--- src/rtl/mem_ctrl_pkg.sv ---
// Shared definitions for the MEM-stage data memory access controller:
// FSM encoding, funct3 access codes, fault causes and access helpers.
package mem_ctrl_pkg;

    typedef enum logic [1:0] {
        ST_IDLE = 2'b00,
        ST_REQ  = 2'b01,
        ST_DONE = 2'b10
    } state_t;

    localparam logic [2:0] F3_LB  = 3'b000;
    localparam logic [2:0] F3_LH  = 3'b001;
    localparam logic [2:0] F3_LW  = 3'b010;
    localparam logic [2:0] F3_LBU = 3'b100;
    localparam logic [2:0] F3_LHU = 3'b101;
    localparam logic [2:0] F3_SB  = 3'b000;
    localparam logic [2:0] F3_SH  = 3'b001;
    localparam logic [2:0] F3_SW  = 3'b010;

    localparam logic [1:0] CAUSE_NONE    = 2'b00;
    localparam logic [1:0] CAUSE_ILLEGAL = 2'b01;
    localparam logic [1:0] CAUSE_BUS     = 2'b10;
    localparam logic [1:0] CAUSE_TIMEOUT = 2'b11;

    // Stores share the low encodings with loads; only loads may use the unsigned forms.
    function automatic logic access_legal(input logic is_load, input logic [2:0] f3,
                                          input logic [1:0] addr_lo);
        logic ok;
        case (f3)
            F3_LB:   ok = 1'b1;
            F3_LH:   ok = ~addr_lo[0];
            F3_LW:   ok = (addr_lo == 2'b00);
            F3_LBU:  ok = is_load;
            F3_LHU:  ok = is_load & ~addr_lo[0];
            default: ok = 1'b0;
        endcase
        return ok;
    endfunction

    function automatic logic [3:0] byte_enables(input logic [2:0] f3, input logic [1:0] addr_lo);
        logic [3:0] be;
        case (f3[1:0])
            2'b00:   be = 4'b0001 << addr_lo;
            2'b01:   be = 4'b0011 << addr_lo;
            default: be = 4'b1111;
        endcase
        return be;
    endfunction

    function automatic logic [31:0] lane_replicate(input logic [2:0] f3, input logic [31:0] data);
        logic [31:0] rep;
        case (f3[1:0])
            2'b00:   rep = {4{data[7:0]}};
            2'b01:   rep = {2{data[15:0]}};
            default: rep = data;
        endcase
        return rep;
    endfunction

endpackage

--- src/rtl/mem_access_ctrl_load_align.sv ---
// Load lane selection and sign/zero extension of a captured read word.
module load_align
    import mem_ctrl_pkg::*;
(
    input  logic [31:0] i_rdata,
    input  logic [1:0]  i_addr_lo,
    input  logic [2:0]  i_funct3,
    output logic [31:0] o_data
);

    logic [31:0] w_shifted;

    // Shift the addressed lane down to bit 0, then extend by access type.
    always_comb begin
        w_shifted = i_rdata >> {i_addr_lo, 3'b000};
        case (i_funct3)
            F3_LB:   o_data = {{24{w_shifted[7]}}, w_shifted[7:0]};
            F3_LH:   o_data = {{16{w_shifted[15]}}, w_shifted[15:0]};
            F3_LW:   o_data = w_shifted;
            F3_LBU:  o_data = {24'd0, w_shifted[7:0]};
            F3_LHU:  o_data = {16'd0, w_shifted[15:0]};
            default: o_data = 32'd0;
        endcase
    end

endmodule

--- src/rtl/mem_access_ctrl.sv ---
// MEM-stage data memory controller: checks, launches and times out one bus
// transfer per access while stalling the pipeline, then returns aligned load data.
module mem_access_ctrl
    import mem_ctrl_pkg::*;
#(
    parameter int TIMEOUT_CYCLES = 16
) (
    input  logic        clk,
    input  logic        rst_n,
    input  logic        MemRead_MEM,
    input  logic        MemWrite_MEM,
    input  logic [31:0] alu_MEM,
    input  logic [31:0] rs2_mem_data_MEM,
    input  logic [2:0]  funct3_MEM,
    output logic        dmem_req,
    output logic        dmem_we,
    output logic [31:0] dmem_addr,
    output logic [3:0]  dmem_be,
    output logic [31:0] dmem_wdata,
    input  logic        dmem_ack,
    input  logic        dmem_err,
    input  logic [31:0] dmem_rdata,
    output logic        mem_stall,
    output logic [31:0] load_data_MEM,
    output logic        fault_MEM,
    output logic [1:0]  fault_cause
);

    localparam int CNT_W = $clog2(TIMEOUT_CYCLES + 1);
    localparam logic [CNT_W-1:0] CNT_LAST = CNT_W'(TIMEOUT_CYCLES - 1);

    state_t            r_state;
    state_t            w_next_state;
    logic [CNT_W-1:0]  r_cnt;
    logic [31:0]       r_addr;
    logic              r_we;
    logic [3:0]        r_be;
    logic [31:0]       r_wdata;
    logic [2:0]        r_funct3;
    logic              r_is_load;
    logic [31:0]       r_rdata;
    logic [1:0]        r_cause;

    logic              w_access;
    logic              w_legal;
    logic              w_start;
    logic              w_illegal;
    logic              w_timeout;
    logic              w_stall;
    logic              w_fault;
    logic [1:0]        w_cause;
    logic [31:0]       w_load;
    logic [31:0]       w_align_data;

    assign w_access  = MemRead_MEM | MemWrite_MEM;
    assign w_legal   = (MemRead_MEM ^ MemWrite_MEM) &
                       access_legal(MemRead_MEM, funct3_MEM, alu_MEM[1:0]);
    assign w_start   = w_access & w_legal;
    assign w_illegal = w_access & ~w_legal;
    assign w_timeout = (r_cnt == CNT_LAST);

    // State, latched request fields, timeout counter and captured response.
    always_ff @(posedge clk or negedge rst_n) begin
        if (!rst_n) begin
            r_state   <= ST_IDLE;
            r_cnt     <= '0;
            r_addr    <= 32'd0;
            r_we      <= 1'b0;
            r_be      <= 4'b0000;
            r_wdata   <= 32'd0;
            r_funct3  <= 3'b000;
            r_is_load <= 1'b0;
            r_rdata   <= 32'd0;
            r_cause   <= CAUSE_NONE;
        end else begin
            r_state <= w_next_state;
            case (r_state)
                ST_IDLE: begin
                    r_cnt <= '0;
                    if (w_start) begin
                        r_addr    <= alu_MEM;
                        r_we      <= MemWrite_MEM;
                        r_be      <= byte_enables(funct3_MEM, alu_MEM[1:0]);
                        r_wdata   <= lane_replicate(funct3_MEM, rs2_mem_data_MEM);
                        r_funct3  <= funct3_MEM;
                        r_is_load <= MemRead_MEM;
                    end
                end
                ST_REQ: begin
                    if (dmem_ack) begin
                        r_rdata <= dmem_rdata;
                        r_cause <= dmem_err ? CAUSE_BUS : CAUSE_NONE;
                        r_cnt   <= '0;
                    end else if (w_timeout) begin
                        r_rdata <= 32'd0;
                        r_cause <= CAUSE_TIMEOUT;
                        r_cnt   <= '0;
                    end else begin
                        r_cnt <= r_cnt + {{(CNT_W-1){1'b0}}, 1'b1};
                    end
                end
                ST_DONE: begin
                    r_cause <= CAUSE_NONE;
                    r_cnt   <= '0;
                end
                default: begin
                    r_cnt <= '0;
                end
            endcase
        end
    end

    load_align u_load_align (
        .i_rdata   (r_rdata),
        .i_addr_lo (r_addr[1:0]),
        .i_funct3  (r_funct3),
        .o_data    (w_align_data)
    );

    // Next state plus stall/fault/load results; ack takes priority over timeout.
    always_comb begin
        w_next_state = r_state;
        w_stall      = 1'b0;
        w_fault      = 1'b0;
        w_cause      = CAUSE_NONE;
        w_load       = 32'd0;
        case (r_state)
            ST_IDLE: begin
                if (w_start) begin
                    w_next_state = ST_REQ;
                    w_stall      = 1'b1;
                end else if (w_illegal) begin
                    w_fault = 1'b1;
                    w_cause = CAUSE_ILLEGAL;
                end else begin
                    w_next_state = ST_IDLE;
                end
            end
            ST_REQ: begin
                w_stall = 1'b1;
                if (dmem_ack || w_timeout) begin
                    w_next_state = ST_DONE;
                end else begin
                    w_next_state = ST_REQ;
                end
            end
            ST_DONE: begin
                w_next_state = ST_IDLE;
                w_fault      = (r_cause != CAUSE_NONE);
                w_cause      = r_cause;
                if (r_is_load && (r_cause == CAUSE_NONE)) begin
                    w_load = w_align_data;
                end else begin
                    w_load = 32'd0;
                end
            end
            default: begin
                w_next_state = ST_IDLE;
            end
        endcase
    end

    // Combinational status is forced quiet while reset is held.
    assign mem_stall     = rst_n & w_stall;
    assign fault_MEM     = rst_n & w_fault;
    assign fault_cause   = rst_n ? w_cause : CAUSE_NONE;
    assign load_data_MEM = w_load;

    assign dmem_req   = (r_state == ST_REQ);
    assign dmem_we    = r_we;
    assign dmem_addr  = {r_addr[31:2], 2'b00};
    assign dmem_be    = r_be;
    assign dmem_wdata = r_wdata;

endmodule

--- config.mk ---
export PLATFORM = sky130hd
export DESIGN_NAME = mem_access_ctrl
export DESIGN_NICKNAME = d
export VERILOG_FILES = /design/src/rtl/mem_ctrl_pkg.sv /design/src/rtl/mem_access_ctrl_load_align.sv /design/src/rtl/mem_access_ctrl.sv
export SDC_FILE = /design/constraint.sdc
export NUM_CORES = 1
export LEC_CHECK = 0
export ABC_AREA = 1
export CAP_MARGIN = 25
export CELL_PAD_IN_SITES_DETAIL_PLACEMENT = 2
export CELL_PAD_IN_SITES_GLOBAL_PLACEMENT = 2
export CORE_UTILIZATION = 22
export DETAILED_ROUTE_END_ITERATION = 7
export PLACE_DENSITY_LB_ADDON = 0.1
export SETUP_SLACK_MARGIN = 0.1
export SLEW_MARGIN = 20
export SYNTH_ARGS = -nofsm -noshare
export SYNTH_HDL_FRONTEND = slang
export SYNTH_SLANG_ARGS = --single-unit
--- constraint.sdc ---
create_clock -name clk -period 1.75 [get_ports clk]
set_clock_uncertainty 0.2 [all_clocks]
set_input_delay 0.35 -clock clk [delete_from_list [all_inputs] [get_ports clk]]
set_output_delay 0.35 -clock clk [all_outputs]
set_load 0.005 [all_outputs]
==> flow_summary.rst <==
.. list-table::
   :header-rows: 1

   * - Metric
     - Value
   * - Number of sinks on the clock net
     - 114
   * - Post-Place Worst Slack
     - -1.00 ns
   * - Count of buffering cells on the critical path with inverters included
     - 5
   * - Dpl cells
     - 1,386
   * - Yosys reg bits
     - 114
   * - Total die area
     - 0.0283 mm^2
   * - Max_slew headroom
     - 0.588
   * - Number of setup violations in the final report
     - 151
   * - DP HPWL
     - 16.8 mm
   * - Top Layer Used
     - met5
   * - Layout cell share with drive strength beyond 1
     - 0.455
   * - H-Tree Level Count
     - 4
   * - Crit path largest cell delay
     - 0.42 ns
   * - Nets@finish
     - 1,281
   * - Post-route insts no fill
     - 1,525
   * - Post-synthesis instance area
     - 0.00608 mm^2
   * - Highest-count cells in the layout ignoring fill and taps
     - 220 x sky130_fd_sc_hd__nand2_1, 110 x sky130_fd_sc_hd__dfrtp_1, 101 x sky130_fd_sc_hd__clkdlybuf4s50_1, 100 x sky130_fd_sc_hd__nand2_2, 92 x sky130_fd_sc_hd__buf_4
   * - Rows
     - 60
   * - Total met3 wirelength after detailed routing
     - 1.86 mm
   * - Critical path cell sequence
     - buf_6, nor2_4, nand2_2, nor2_4, buf_12, buf_12, nand2_1, nand3_1, nand2_2, inv_2, buf_2
   * - Number of input and output port buffers inserted
     - 208
   * - Wire length of the first global-routing pass
     - 44.6 mm
   * - Skew-Pair Late Insertion Delay
     - 0.42 ns
   * - Share of total power consumed by net switching
     - 0.390
   * - Standard cell area after detailed placement
     - 0.00901 mm^2
   * - P_int
     - 11.6 mW
   * - Total negative slack
     - -86.64 ns
   * - Peak clock frequency supported by timing
     - 393 MHz
   * - Commonest non-fill, non-tap cell in the layout
     - sky130_fd_sc_hd__nand2_1
   * - Relative contribution of combinational cells to total power
     - 0.552
   * - Outcome
     - complete, but fails checks
   * - Number of cells on the worst hold path
     - 3
   * - Top fanout value on the critical path
     - 10
   * - Psw
     - 7.42 mW
   * - Number of stages on the worst setup path
     - 11
   * - Max rail drop VDD
     - 0.000622 V
   * - Number of design rule violations left after detail routing
     - 0
   * - Pin count of the biggest net entering global routing
     - 74
   * - Total routed wire length on the met1 layer
     - 12.0 mm
   * - Relative area change from synthesis to final layout
     - 100%
   * - Antenna violations before repair
     - 4
   * - Minimum clock period after layout
     - 2.55 ns
   * - TritonCTS Buffers
     - 17
   * - Reported leakage power
     - 6.27 nW
   * - Ratio of total power to cell area
     - 1560 mW/mm^2
   * - Worst path required time
     - 1.20 ns
   * - Die boundary height
     - 168 um
   * - Classification of the worst setup path
     - reg -> out
   * - Number of distinct library cell variants in the gate-level netlist after synthesis
     - 29
   * - Unrepaired setup endpoints after global routing
     - yes
   * - RD Place Congestion
     - 0.754
   * - Data arrival at the endpoint of the critical path
     - 2.00 ns
   * - Clock group share of total power
     - 0.201
   * - Non-Filler Cell Area, Final
     - 0.0122 mm^2
   * - Total I/O pin count
     - 211
   * - Iteration-0 DRC count of the detailed router
     - 199
   * - Final clock period utilization by the worst path
     - 1.46
   * - Gate family responsible for the most delay along the worst path
     - simple AND/OR/NAND/NOR gates
   * - Fin worst setup slack
     - -0.797 ns
   * - Clock tree from TritonCTS
     - built
   * - Portion of the post-synthesis area used by sequential elements
     - 0.469
   * - Number of vias in the routed layout
     - 6,905
   * - GRT Residual Overflow
     - 0
   * - Global Route Usage Sum
     - 0.209
   * - Met2 layer wire length in the routed design
     - 17.1 mm
   * - Floorplan die width
     - 168 um
   * - Root Buffer Master
     - sky130_fd_sc_hd__clkbuf_16
   * - Kind of end point of the critical path
     - output pin
   * - Syn avg cell area
     - 7.35 um^2
   * - First-pass detailed-route iteration total
     - 4
   * - Actual transition at the worst max-transition pin
     - 0.618 ns
   * - Design Power
     - 19.0 mW
   * - Count of max-cap constraint violations
     - 0
   * - Synthesized instance count
     - 827
   * - Count of inserted antenna diode cells
     - 0
   * - Hold Crit Class
     - in -> reg
   * - Worst-path cell with the longest stage delay
     - sky130_fd_sc_hd__dfrtp_2
   * - Initial Utilization
     - 0.225
   * - Routed wire length
     - 31.7 mm
   * - Final hold violations
     - 0
   * - Number of slew-limit violations in the final report
     - 0
   * - Via-to-Cell Ratio
     - 4.53
   * - Fill cell instance count of the final layout
     - 2,896
   * - Via count of the first global-routing pass
     - 7,605
   * - Failing checks
     - setup timing
   * - Relative contribution of sequential cells to total power
     - 0.247
   * - Detailed-route wire length per cell
     - 20.8 um
   * - Depth of the most critical reg-to-reg path
     - 17
   * - Nature of the critical path startpoint
     - flip-flop
   * - CTS clock-pin slew for the worst setup and hold paths
     - 0.06 ns
   * - Number of warnings printed during yosys synthesis
     - 0
   * - Antenna Nets Post-Route
     - 0
   * - Core area
     - 0.0270 mm^2
   * - CTS max path bufs
     - 2
==> sequential cells by signal (all words and copies together), names as in the netlist <==
| signal | cells |
|---|---|
| r_funct3 | 3 |
| dmem_be | 4 |
| r_cause | 2 |
| r_addr | 32 |
| dmem_we | 1 |
| r_is_load | 1 |
| r_rdata | 32 |
| dmem_wdata | 32 |
| r_cnt | 5 |
| r_state | 2 |
==> timing repair <==
item                       4_1_cts  5_1_grt
hold endpoints to repair        84        0
pin swaps                       35       39
gates cloned                    20        3
resized for setup              488      232
setup endpoints to repair      216      197
hold buffers                     1        0
setup buffers                   55       41
==> per-layer routing <==
layer / global-route usage / vias up
met5: 0 / -
met4: 0.0593 / 6
met3: 0.0661 / 42
met2: 0.386 / 187
met1: 0.227 / 3433
li1: - / 3237
==> layout make-up <==
cell class                      instances  area [um^2]  share of cell area
Clock buffer                           19          433              0.0355
Clock inverter                         13          184              0.0151
Inverter                               77          334              0.0274
Multi-Input combinational cell        564         3610               0.296
Sequential cell                       114         2860               0.234
Tap cell                              341          427              0.0350
Timing Repair Buffer                  397         4340               0.356
==> synthesized netlist by cell type <==
library cell | count | area [um^2]
sky130_fd_sc_hd__nand2_2 | 11 | 68.8
sky130_fd_sc_hd__dfrtp_1 | 114 | 2850
sky130_fd_sc_hd__xor2_1 | 1 | 8.76
sky130_fd_sc_hd__nand3_4 | 1 | 17.5
sky130_fd_sc_hd__nand2_1 | 341 | 1280
sky130_fd_sc_hd__nand2_4 | 1 | 11.3
sky130_fd_sc_hd__nand3_1 | 45 | 225
sky130_fd_sc_hd__buf_12 | 1 | 20.0
sky130_fd_sc_hd__nor2_4 | 1 | 11.3
sky130_fd_sc_hd__nor4_1 | 1 | 6.26
sky130_fd_sc_hd__nor2_2 | 4 | 25.0
sky130_fd_sc_hd__clkbuf_1 | 13 | 48.8
sky130_fd_sc_hd__inv_1 | 74 | 278
sky130_fd_sc_hd__buf_2 | 20 | 100
sky130_fd_sc_hd__o21ai_0 | 91 | 455
sky130_fd_sc_hd__o21ai_1 | 4 | 20.0
sky130_fd_sc_hd__inv_2 | 3 | 11.3
sky130_fd_sc_hd__nand3_2 | 1 | 10.0
sky130_fd_sc_hd__o211ai_1 | 7 | 52.6
sky130_fd_sc_hd__nor2_1 | 31 | 116
sky130_fd_sc_hd__nor3_1 | 1 | 5.00
sky130_fd_sc_hd__o21ai_2 | 2 | 17.5
sky130_fd_sc_hd__buf_6 | 1 | 11.3
sky130_fd_sc_hd__nor2_8 | 1 | 20.0
sky130_fd_sc_hd__buf_4 | 36 | 270
sky130_fd_sc_hd__buf_1 | 2 | 7.51
sky130_fd_sc_hd__ha_1 | 5 | 62.6
sky130_fd_sc_hd__conb_1 | 1 | 3.75
sky130_fd_sc_hd__a21oi_1 | 13 | 65.1
==> cells by family (layout without fill, tap and decap cells) <==
family                     after synthesis  count (layout)  synth area share
DFF                                    114             114             0.469
other                                    1               2          0.000617
adders and majority gates                5               5            0.0103
AOI/OAI and AO/OA                      117             117             0.100
xor gates and xnor gates                 1               1           0.00144
buffers and inverters                  150             506             0.123
and+or+nand+nor                        439             439             0.295
==> per-stage QoR <==
step	hold WS [ns]	utilization
after floorplan	-0.146	-
after global placement	0.251	0.333
after detailed placement	0.255	0.333
after CTS	0.166	0.417
after global routing	0.187	0.451
final	0.185	0.451
==> worst reg2reg max path, delay by kind of cell, from the launching register on <==
kind	cells	cell delay, ns
buffers and inverters	12	1.24
flip-flops	1	0.46
AND/OR/NAND/NOR	4	0.32
adder cells (fa/ha/maj)	1	0.15
==> path summary, 6_finish.rpt <==
check / slack, ns / start / to
worst max register to register: -0.67 / r_state[1] / r_addr[30]
min in group asynchronous: 0.48 / rst_n / r_cnt[2]
worst min-delay path: 0.18 / MemWrite_MEM / dmem_we
max in group asynchronous: 0.34 / rst_n / r_addr[18]
worst min register to register: 0.28 / dmem_wdata[11] / dmem_wdata[11]
worst max-delay path: -0.80 / r_funct3[0] / load_data_MEM[17]
==> power by group through the flow <==
stage / Combinational [mW] / Sequential, mW / Clock [mW]
final: 10.5 / 4.70 / 3.82
after global routing: 11.2 / 4.85 / 4.01
after CTS: 9.02 / 4.65 / 3.91
after detailed placement: 6.79 / 4.68 / 0
after global placement: 6.66 / 4.63 / 0
after floorplan: 3.46 / 4.52 / 0
(Power assumes the default switching activity.)
